===== config.mk =====
export PLATFORM = sky130hd
export DESIGN_NAME = sram_bank_arbiter_flat
export DESIGN_NICKNAME = d
export VERILOG_FILES = /design/src/rtl/sram_bank_arbiter_if.sv /design/src/rtl/sram_bank_arbiter.sv /design/src/flat_wrapper.sv
export SDC_FILE = /design/constraint.sdc
export NUM_CORES = 1
export LEC_CHECK = 0
export CAP_MARGIN = 5
export CORE_AREA = 2 2 165 167
export DETAILED_ROUTE_END_ITERATION = 7
export DIE_AREA = 0 0 167 169
export GPL_TIMING_DRIVEN = 1
export PLACE_DENSITY = 0.73
export SETUP_SLACK_MARGIN = 0.1
export SKIP_CTS_REPAIR_TIMING = 1
export SYNTH_ARGS = -nofsm -noshare
export SYNTH_HDL_FRONTEND = slang
export SYNTH_SLANG_ARGS = --single-unit
export TNS_END_PERCENT = 30

===== constraint.sdc =====
create_clock -name clk -period 2.6 [get_ports clk]
set_input_delay 0.26 -clock clk [delete_from_list [all_inputs] [get_ports clk]]
set_output_delay 0.26 -clock clk [all_outputs]
set_load 0.02 [all_outputs]

===== src/rtl/sram_bank_arbiter_if.sv =====
// Bundle between the requesters/multi_sram side (master) and the bank arbiter (slave).
// dbg_rr_ptr exposes the per-bank round-robin pointers so checkers can observe arbitration state.
interface sram_bank_arbiter_if #(
    parameter int NUM_REQ    = 4,
    parameter int NUM_SRAMS  = 4,
    parameter int BANK_W     = 2,
    parameter int ADDR_WIDTH = 16,
    parameter int DATA_WIDTH = 16,
    parameter int PTR_W      = (NUM_REQ > 1) ? $clog2(NUM_REQ) : 1
);
    // Handshake: a request is accepted in the cycle where req_valid[r] && req_ready[r];
    // the requester holds valid and all request fields stable until that cycle.
    logic [NUM_REQ-1:0]              req_valid;
    logic [NUM_REQ-1:0]              req_ready;
    logic [NUM_REQ-1:0]              req_we;
    logic [NUM_REQ*BANK_W-1:0]       req_bank;
    logic [NUM_REQ*ADDR_WIDTH-1:0]   req_addr;
    logic [NUM_REQ*DATA_WIDTH-1:0]   req_wdata;
    logic [NUM_REQ-1:0]              rsp_valid;
    logic [NUM_REQ*DATA_WIDTH-1:0]   rsp_data;
    logic                            bank_err;
    logic [NUM_SRAMS-1:0]            sram_en;
    logic [NUM_SRAMS-1:0]            sram_we;
    logic [NUM_SRAMS*ADDR_WIDTH-1:0] sram_addr;
    logic [NUM_SRAMS*DATA_WIDTH-1:0] sram_wdata;
    logic [NUM_SRAMS*DATA_WIDTH-1:0] sram_rdata;
    logic [NUM_SRAMS*PTR_W-1:0]      dbg_rr_ptr;

    modport master (
        output req_valid, req_we, req_bank, req_addr, req_wdata, sram_rdata,
        input  req_ready, rsp_valid, rsp_data, bank_err,
        input  sram_en, sram_we, sram_addr, sram_wdata, dbg_rr_ptr
    );

    modport slave (
        input  req_valid, req_we, req_bank, req_addr, req_wdata, sram_rdata,
        output req_ready, rsp_valid, rsp_data, bank_err,
        output sram_en, sram_we, sram_addr, sram_wdata, dbg_rr_ptr
    );
endinterface


===== src/rtl/sram_bank_arbiter.sv =====
// Per-bank round-robin arbiter sharing multi_sram banks among requesters, with a
// fixed-latency read-return pipeline that routes bank data back to the issuing requester.
module sram_bank_arbiter #(
    parameter int NUM_REQ      = 4,
    parameter int NUM_SRAMS    = 4,
    parameter int BANK_W       = 2,
    parameter int ADDR_WIDTH   = 16,
    parameter int DATA_WIDTH   = 16,
    parameter int SRAM_LATENCY = 1
) (
    input logic                clk,
    input logic                rst,
    sram_bank_arbiter_if.slave bus
);
    localparam int PTR_W = (NUM_REQ > 1) ? $clog2(NUM_REQ) : 1;
    localparam int LAT   = SRAM_LATENCY;

    logic [NUM_SRAMS-1:0][PTR_W-1:0]         rr_ptr_q, rr_ptr_d;
    logic [LAT-1:0][NUM_REQ-1:0]             pipe_vld_q, pipe_vld_d;
    logic [LAT-1:0][NUM_REQ-1:0]             pipe_oor_q, pipe_oor_d;
    logic [LAT-1:0][NUM_REQ-1:0][BANK_W-1:0] pipe_bank_q, pipe_bank_d;
    logic                                    bank_err_q, bank_err_d;

    logic [NUM_REQ-1:0][BANK_W-1:0]  req_bank_f;
    logic [NUM_REQ-1:0]              req_oor;
    logic [NUM_SRAMS-1:0]            gnt_vld;
    logic [NUM_SRAMS-1:0][PTR_W-1:0] gnt_id;
    logic [NUM_REQ-1:0]              ready;

    logic [NUM_SRAMS-1:0]            sram_en_c;
    logic [NUM_SRAMS-1:0]            sram_we_c;
    logic [NUM_SRAMS*ADDR_WIDTH-1:0] sram_addr_c;
    logic [NUM_SRAMS*DATA_WIDTH-1:0] sram_wdata_c;
    logic [NUM_REQ-1:0]              rsp_valid_c;
    logic [NUM_REQ*DATA_WIDTH-1:0]   rsp_data_c;

    function automatic int rr_idx(input int ptr, input int step);
        int s;
        s = ptr + step;
        return (s >= NUM_REQ) ? s - NUM_REQ : s;
    endfunction

    always_comb begin
        req_bank_f = '0;
        req_oor    = '0;
        for (int r = 0; r < NUM_REQ; r++) begin
            req_bank_f[r] = bus.req_bank[r*BANK_W +: BANK_W];
            req_oor[r]    = bus.req_valid[r] && (int'(req_bank_f[r]) >= NUM_SRAMS);
        end
    end

    // Out-of-range banks never match b below, so they stay out of the per-bank race.
    always_comb begin
        gnt_vld = '0;
        gnt_id  = '0;
        ready   = '0;
        for (int b = 0; b < NUM_SRAMS; b++) begin
            for (int k = 0; k < NUM_REQ; k++) begin
                if (!gnt_vld[b] && bus.req_valid[rr_idx(int'(rr_ptr_q[b]), k)] &&
                    (req_bank_f[rr_idx(int'(rr_ptr_q[b]), k)] == BANK_W'(b))) begin
                    gnt_vld[b] = 1'b1;
                    gnt_id[b]  = PTR_W'(rr_idx(int'(rr_ptr_q[b]), k));
                end
            end
        end
        if (rst) begin
            gnt_vld = '0;
        end
        for (int b = 0; b < NUM_SRAMS; b++) begin
            if (gnt_vld[b]) begin
                ready[gnt_id[b]] = 1'b1;
            end
        end
        if (!rst) begin
            ready = ready | req_oor;
        end
    end

    always_comb begin
        sram_en_c    = '0;
        sram_we_c    = '0;
        sram_addr_c  = '0;
        sram_wdata_c = '0;
        for (int b = 0; b < NUM_SRAMS; b++) begin
            if (gnt_vld[b]) begin
                sram_en_c[b] = 1'b1;
                sram_we_c[b] = bus.req_we[gnt_id[b]];
                sram_addr_c[b*ADDR_WIDTH +: ADDR_WIDTH] =
                    bus.req_addr[int'(gnt_id[b])*ADDR_WIDTH +: ADDR_WIDTH];
                sram_wdata_c[b*DATA_WIDTH +: DATA_WIDTH] =
                    bus.req_wdata[int'(gnt_id[b])*DATA_WIDTH +: DATA_WIDTH];
            end
        end
    end

    always_comb begin
        rr_ptr_d = rr_ptr_q;
        for (int b = 0; b < NUM_SRAMS; b++) begin
            if (gnt_vld[b]) begin
                rr_ptr_d[b] = PTR_W'(rr_idx(int'(gnt_id[b]), 1));
            end
        end
        bank_err_d = bank_err_q | (|req_oor);
    end

    // Stage 0 captures every read accepted this cycle; the requester id is the lane index.
    always_comb begin
        pipe_vld_d     = pipe_vld_q;
        pipe_oor_d     = pipe_oor_q;
        pipe_bank_d    = pipe_bank_q;
        pipe_vld_d[0]  = ready & ~bus.req_we;
        pipe_oor_d[0]  = req_oor;
        pipe_bank_d[0] = req_bank_f;
        for (int s = 1; s < LAT; s++) begin
            pipe_vld_d[s]  = pipe_vld_q[s-1];
            pipe_oor_d[s]  = pipe_oor_q[s-1];
            pipe_bank_d[s] = pipe_bank_q[s-1];
        end
    end

    always_comb begin
        rsp_valid_c = '0;
        rsp_data_c  = '0;
        for (int r = 0; r < NUM_REQ; r++) begin
            rsp_valid_c[r] = pipe_vld_q[LAT-1][r] && !rst;
            if (rsp_valid_c[r] && !pipe_oor_q[LAT-1][r]) begin
                rsp_data_c[r*DATA_WIDTH +: DATA_WIDTH] =
                    bus.sram_rdata[int'(pipe_bank_q[LAT-1][r])*DATA_WIDTH +: DATA_WIDTH];
            end
        end
    end

    always_ff @(posedge clk) begin
        if (rst) begin
            rr_ptr_q    <= '0;
            pipe_vld_q  <= '0;
            pipe_oor_q  <= '0;
            pipe_bank_q <= '0;
            bank_err_q  <= 1'b0;
        end else begin
            rr_ptr_q    <= rr_ptr_d;
            pipe_vld_q  <= pipe_vld_d;
            pipe_oor_q  <= pipe_oor_d;
            pipe_bank_q <= pipe_bank_d;
            bank_err_q  <= bank_err_d;
        end
    end

    assign bus.req_ready  = ready;
    assign bus.sram_en    = sram_en_c;
    assign bus.sram_we    = sram_we_c;
    assign bus.sram_addr  = sram_addr_c;
    assign bus.sram_wdata = sram_wdata_c;
    assign bus.rsp_valid  = rsp_valid_c;
    assign bus.rsp_data   = rsp_data_c;
    assign bus.bank_err   = bank_err_q;
    assign bus.dbg_rr_ptr = rr_ptr_q;
endmodule


===== src/flat_wrapper.sv =====
// flat-port wrapper written by rule: the top's interface ports become plain ports
module sram_bank_arbiter_flat 
#(
    parameter int NUM_REQ      = 4,
    parameter int NUM_SRAMS    = 4,
    parameter int BANK_W       = 2,
    parameter int ADDR_WIDTH   = 16,
    parameter int DATA_WIDTH   = 16,
    parameter int SRAM_LATENCY = 1
)
  (clk, rst, bus_req_valid, bus_req_we, bus_req_bank, bus_req_addr, bus_req_wdata, bus_sram_rdata, bus_req_ready, bus_rsp_valid, bus_rsp_data, bus_bank_err, bus_sram_en, bus_sram_we, bus_sram_addr, bus_sram_wdata, bus_dbg_rr_ptr);
  sram_bank_arbiter_if #(.NUM_REQ(NUM_REQ), .NUM_SRAMS(NUM_SRAMS), .BANK_W(BANK_W), .ADDR_WIDTH(ADDR_WIDTH), .DATA_WIDTH(DATA_WIDTH)) bus_i ();
  input logic clk;
  input logic rst;
  input wire logic [$bits(bus_i.req_valid)-1:0] bus_req_valid;
  input wire logic [$bits(bus_i.req_we)-1:0] bus_req_we;
  input wire logic [$bits(bus_i.req_bank)-1:0] bus_req_bank;
  input wire logic [$bits(bus_i.req_addr)-1:0] bus_req_addr;
  input wire logic [$bits(bus_i.req_wdata)-1:0] bus_req_wdata;
  input wire logic [$bits(bus_i.sram_rdata)-1:0] bus_sram_rdata;
  output wire logic [$bits(bus_i.req_ready)-1:0] bus_req_ready;
  output wire logic [$bits(bus_i.rsp_valid)-1:0] bus_rsp_valid;
  output wire logic [$bits(bus_i.rsp_data)-1:0] bus_rsp_data;
  output wire logic [$bits(bus_i.bank_err)-1:0] bus_bank_err;
  output wire logic [$bits(bus_i.sram_en)-1:0] bus_sram_en;
  output wire logic [$bits(bus_i.sram_we)-1:0] bus_sram_we;
  output wire logic [$bits(bus_i.sram_addr)-1:0] bus_sram_addr;
  output wire logic [$bits(bus_i.sram_wdata)-1:0] bus_sram_wdata;
  output wire logic [$bits(bus_i.dbg_rr_ptr)-1:0] bus_dbg_rr_ptr;
  assign bus_i.req_valid = bus_req_valid;
  assign bus_i.req_we = bus_req_we;
  assign bus_i.req_bank = bus_req_bank;
  assign bus_i.req_addr = bus_req_addr;
  assign bus_i.req_wdata = bus_req_wdata;
  assign bus_i.sram_rdata = bus_sram_rdata;
  assign bus_req_ready = bus_i.req_ready;
  assign bus_rsp_valid = bus_i.rsp_valid;
  assign bus_rsp_data = bus_i.rsp_data;
  assign bus_bank_err = bus_i.bank_err;
  assign bus_sram_en = bus_i.sram_en;
  assign bus_sram_we = bus_i.sram_we;
  assign bus_sram_addr = bus_i.sram_addr;
  assign bus_sram_wdata = bus_i.sram_wdata;
  assign bus_dbg_rr_ptr = bus_i.dbg_rr_ptr;
  sram_bank_arbiter #(.NUM_REQ(NUM_REQ), .NUM_SRAMS(NUM_SRAMS), .BANK_W(BANK_W), .ADDR_WIDTH(ADDR_WIDTH), .DATA_WIDTH(DATA_WIDTH), .SRAM_LATENCY(SRAM_LATENCY)) u_core (.clk(clk), .rst(rst), .bus(bus_i));
endmodule

== After elaboration in Yosys (flattened, before gate mapping) ==
Index checks and enable logic that the tools add are counted.
Storage, ports and cells
  logic and storage cells: 360
  output and inout port bits: 217
  register bits after elaboration: 20
Cells by class
  shift-type cells: 12
  bitwise gates (word level): 5
  add/sub/neg operators: 36
  $lt $le $gt $ge: 44
  eq/ne operators: 12
  mux-type cells: 189
  reduce and logical (&&, ||, !) cells: 53
Operators by type and width (count)
  $shiftx A64 B7 Y16: 12
  $lt A32 B4 Y1 const B: 16
  $mux W32: 16
  $ge A32 B4 Y1 const B: 12
  $sub A32 B4 Y32 const B: 12
  $mux W16: 12
  $mux W2: 52
  $bmux W2 S2: 16
  $mux W1: 64
  $bmux W1 S2: 20
  $logic_and A1 B1 Y1: 36
  $add A2 B1 Y3 const B: 8
  $add A2 B2 Y3 const B: 8
  $mux W4: 5
  $eq A2 B2 Y1 const B: 8
  $sub A2 B3 Y4 const B: 4
  $logic_not A1 Y1: 13
  $ge A2 B3 Y1 const B: 4
  $ge A3 B3 Y1 const B: 4
  $lt A2 B3 Y1 const B: 4
  $or A4 B4 Y4: 3
  $demux W1 S2: 4
  $eq A2 B1 Y1 const B: 4
  $ge A2 B1 Y1 const B: 4
  4 further kinds: 10

== Logic depth before layout (Yosys ltp) ==
  depth in word-level cells: 32
  gate-level depth with buffers: 12

== Worst setup path after synthesis ==
Ideal clock, no wire load.
  path kind: reg2reg
  start: reg u_core.rr_ptr_q (netlist bit u_core.bus.dbg_rr_ptr[1])
  end: reg u_core.pipe_vld_q[3] (netlist name)
  path slack: -0.091 ns
  required time: 2.469 ns
  arrival time: 2.560 ns
  path buffers: 3
  stages on the path, launching flop included: 11
  cell sequence: dfxtp_1 > buf_2 > mux4_2 > nand3_2 > o2111ai_2 > buf_6 > buf_6 > ha_1 > a22oi_1 > o211ai_1 > nor3b_1
On the way
  cells in the longest elaborated chain, start to end: 32
  elaborated cells on any way between the ends: 75
RTL lines
  start, declared: line sram_bank_arbiter.sv:18  | logic [NUM_SRAMS-1:0][PTR_W-1:0] rr_ptr_q, rr_ptr_d;
  start signal, assigned: line sram_bank_arbiter.sv:141  | rr_ptr_q <= rr_ptr_d;
  branches (longest 24 deep; another with $sub A32 B4 Y32)
  $mux W4 *: line sram_bank_arbiter.sv:70  | if (gnt_vld[b]) begin
  $or A4 B4 Y4 (no source line)
  $mux W4 *: line sram_bank_arbiter.sv:70
  $or A4 B4 Y4 (no source line)
  $mux W4 *: line sram_bank_arbiter.sv:70
  $or A4 B4 Y4 (no source line)
  $mux W4 *: line sram_bank_arbiter.sv:70
  net bus_req_ready[3]: line flat_wrapper.sv:21  | output wire logic [$bits(bus_i.req_ready)-1:0] bus_req_ready;
  $and A4 B4 Y4 *: line sram_bank_arbiter.sv:111  | pipe_vld_d[0] = ready & ~bus.req_we;
  end signal, assigned: line sram_bank_arbiter.sv:142  | pipe_vld_q <= pipe_vld_d;
  end, declared: line sram_bank_arbiter.sv:19  | logic [LAT-1:0][NUM_REQ-1:0] pipe_vld_q, pipe_vld_d;
Mark *: on every way through the listed nets, which the timed path passes. The select of a mux whose other input is x is not followed.
A chain may end at the register's enable or synchronous reset.

== Final worst setup path ==
  start: reg u_core.rr_ptr_q (netlist bit u_core.bus.dbg_rr_ptr[0])
  end: out bus_sram_addr[0]
On the way
  cells in the longest elaborated chain, start to end: 22
  elaborated cells on any way between the ends: 64
RTL lines
  branches (longest 21 deep; another with $sub A32 B4 Y32)
  $mux W16 *: line sram_bank_arbiter.sv:85  | if (gnt_vld[b]) begin
  end, declared: line flat_wrapper.sv:27  | output wire logic [$bits(bus_i.sram_addr)-1:0] bus_sram_addr;
Mark *: on every way between the ends. The select of a mux whose other input is x is not followed.

==> impl_metrics.env <==
export IMPL_crit_family="buffers and inverters"
export IMPL_synth_area_per_cell_um2=9.15
export IMPL_total_power_w=0.00375
export IMPL_p_leak_nw=6.51
export IMPL_ir_worst_vdd_uv=212
export IMPL_die_w_um=167
export IMPL_tightestPinTransition_ps=509
export IMPL_crit_required_ps=2340
export IMPL_synth_area_top_cells="mux2i_1, mux4_2, o22ai_1, nor2b_1, dfxtp_1"
export IMPL_min_period_over_period_pct=105
export IMPL_crit_path_frequent_cell="buf_6"
export IMPL_fin_crit_ps=2740
export IMPL_slowest_delay_ps=510
export IMPL_endpoint_kind="primary output"
export IMPL_synth_top_area_share_pct=36.1
export IMPL_die_h_um=169
export IMPL_num_vias=9294
export IMPL_cap_violations=0
export IMPL_pwr_share_comb_pct=79.9
export IMPL_startpoint="u_core.bus.dbg_rr_ptr[0]"
export IMPL_crit_arrival_ps=2480
export IMPL_synth_edf_count=0
export IMPL_synth_fp_nets=1025
export IMPL_cp_cell_sequence="inv_4 -> mux4_2 -> nand3_4 -> o2111ai_4 -> buf_12 -> buf_6 -> buf_6 -> mux2i_2 -> o22ai_1 -> buf_4"
export IMPL_layout_common_cells="mux2i_1, clkdlybuf4s50_1, buf_4"
export IMPL_pwr_share_clk_pct=10.5
export IMPL_critPathKind="flop to primary output"
export IMPL_finalInstanceArea_mm2=0.0136
export IMPL_rsz0062_at_grt="yes"
export IMPL_internal_power_w=0.00216
export IMPL_setup_violations=32
export IMPL_grtUsageTotal_pct=24.1
export IMPL_drive_gt1_share_pct=30.4
export IMPL_numCtsBuffers=3
export IMPL_grt_pass1_vias=9356
export IMPL_critPathMaxFanout=9
export IMPL_fin_skew_ps=1.15
export IMPL_cp_start_kind="flop"
export IMPL_synthDistinctLibCells=56
export IMPL_switching_power_w=0.00159
export IMPL_drt_iter0_drc=678
export IMPL_drc=0
export IMPL_final_common_cell="mux2i_1"
export IMPL_routed_wl_um=37800
export IMPL_fin_util_pct=51.5
export IMPL_grt_max_degree=34
export IMPL_dpl_instance_area_mm2=0.0132
export IMPL_synth_area_mm2=0.00735
export IMPL_wl_per_cell_um=23.0
export IMPL_violations="setup timing"
export IMPL_cts_root_buf="clkbuf_16"
export IMPL_syn_to_final_growth_pct=85.5
export IMPL_start_util_pct=27.7
export IMPL_fin_ws_ps=-139
export IMPL_outcome="complete, but fails checks"
export IMPL_powerDensity_mw_per_mm2=275
export IMPL_clock_sinks=20
export IMPL_slew_headroom_pct=66.0
export IMPL_htreeDepth=1
export IMPL_hp_start="bus_req_bank[3]"
export IMPL_ant_nets=0
export IMPL_seq_area_frac_synth_pct=5.45
export IMPL_yosysWarnings=0
export IMPL_clock_latency_ps=260
export IMPL_gp_congestion=0.956
export IMPL_power_share_switching_pct=42.4
export IMPL_power_frac_seq_pct=9.6
export IMPL_setup_tns_final_ps=-1410
export IMPL_first_pass_iters=5
export IMPL_slowest_stage="mux4_2"
export IMPL_clkTransAtPathRegs_ps=60
export IMPL_synth_main_ff_cell="dfxtp_1"
export IMPL_dp_hpwl_um=29500
export IMPL_synth_top_area_cell="mux2i_1"
export IMPL_final_cells=1646
export IMPL_antenna_found_initial=1
export IMPL_grt_pass1_wl_um=54100
export IMPL_ys_async_sr_fraction_pct=0
export IMPL_core_mm2=0.0265
export IMPL_rr_startpoint="u_core.bus.dbg_rr_ptr[0]"
export IMPL_finalNetCount=1527
export IMPL_cts_tree="yes"
export IMPL_dieArea_mm2=0.0282
export IMPL_routed_via_density=5.65
export IMPL_hold_violations=0
export IMPL_synth_seq_cells=20
export IMPL_rows=60
export IMPL_dp_cells=1629
export IMPL_fmax_ghz=0.365
export IMPL_hp_class="input pin to flop"
export IMPL_io_pins=427
export IMPL_drv_slew=0
export IMPL_port_buffers=425
export IMPL_grt_overflow_total=0
export IMPL_synth_cells=803
export IMPL_crit_buf_inv=5
export IMPL_cts_buffer_depth=2
[area by class of cell]
| class | count | area (µm²) |
|---|---|---|
| inverters | 14 | 55.1 |
| multi-input cells | 682 | 6740 |
| flip-flops and latches | 20 | 408 |
| well taps | 341 | 427 |
| clock buffers | 4 | 100 |
| repair buffers | 584 | 5900 |
| diodes | 1 | 2.50 |
| fillers | 2384 | 12900 |
[layer usage]
layer | vias up | routed length [µm] | track usage (%)
met3 | 94 | 2860 | 4.75
met5 | - | 0 | 0
met2 | 505 | 19800 | 46.3
li1 | 4205 | - | -
met4 | 0 | 1680 | 10.9
met1 | 4490 | 13500 | 25.2
[final timing paths]
path	to	slack, ps	depth (start not counted)
min reg2reg	u_core.bus.dbg_rr_ptr[3]	500	2
max reg2reg	u_core.pipe_vld_q[0]	140	11
max	bus_sram_addr[0]	-140	10
min	u_core.pipe_bank_q[3]	330	3
[logic make-up (layout without fill, tap and decap cells)]
logic type,after synthesis,after routing,share of synthesized area [%]
buffers and inverters,101,602,6.71
AO/OA/AOI/OAI,179,179,16.1
adder cells (fa/ha/maj),14,14,2.33
other,1,2,0.0510
AND/OR/NAND/NOR,155,155,12.8
multiplexers,331,331,56.3
XOR/XNOR,2,2,0.238
flip-flops,20,20,5.45
[worst register-to-register path: stages, from the launching register on]
cell and delay [ps]:
dfxtp_4 370, inv_4 60, mux4_2 510, nand3_4 140
o2111ai_4 180, buf_4 190, inv_2 70, ha_4 130
a22oi_2 70, o211ai_1 130, nor3b_1 380, buf_4 190
[stage by stage]
step | setup slack (ps) | hold WS, ps
floorplan | 75.5 | 331
global placement | -746 | 497
detailed placement | -776 | 501
CTS | -792 | 509
global route | -211 | 346
finish | -139 | 333
[power groups by stage]
stage	clock network (W)	registers (W)	logic, W
floorplan	0	0.000373	0.00148
global placement	0	0.000361	0.00286
detailed placement	0	0.000361	0.00290
CTS	0.000396	0.000354	0.00292
global route	0.000412	0.000364	0.00314
finish	0.000395	0.000360	0.00300
[registers in the layout, indices dropped and copies added (netlist names)]
| signal | count |
|---|---|
| u_core.pipe_vld_q | 4 |
| u_core.bus.dbg_rr_ptr | 8 |
| u_core.pipe_bank_q | 8 |
[synthesized netlist by cell type (all sizes together) (8+ instances only)]
master / n
nor2b: 74
dfxtp: 20
o22ai: 134
buf: 53
mux2i: 265
o21ai: 9
nor3b: 8
nor2: 16
nand2: 17
a21oi: 9
mux4: 66
nand3b: 8
ha: 12
clkbuf: 34
inv: 14
No activity file was read; power rests on OpenSTA's default activity.
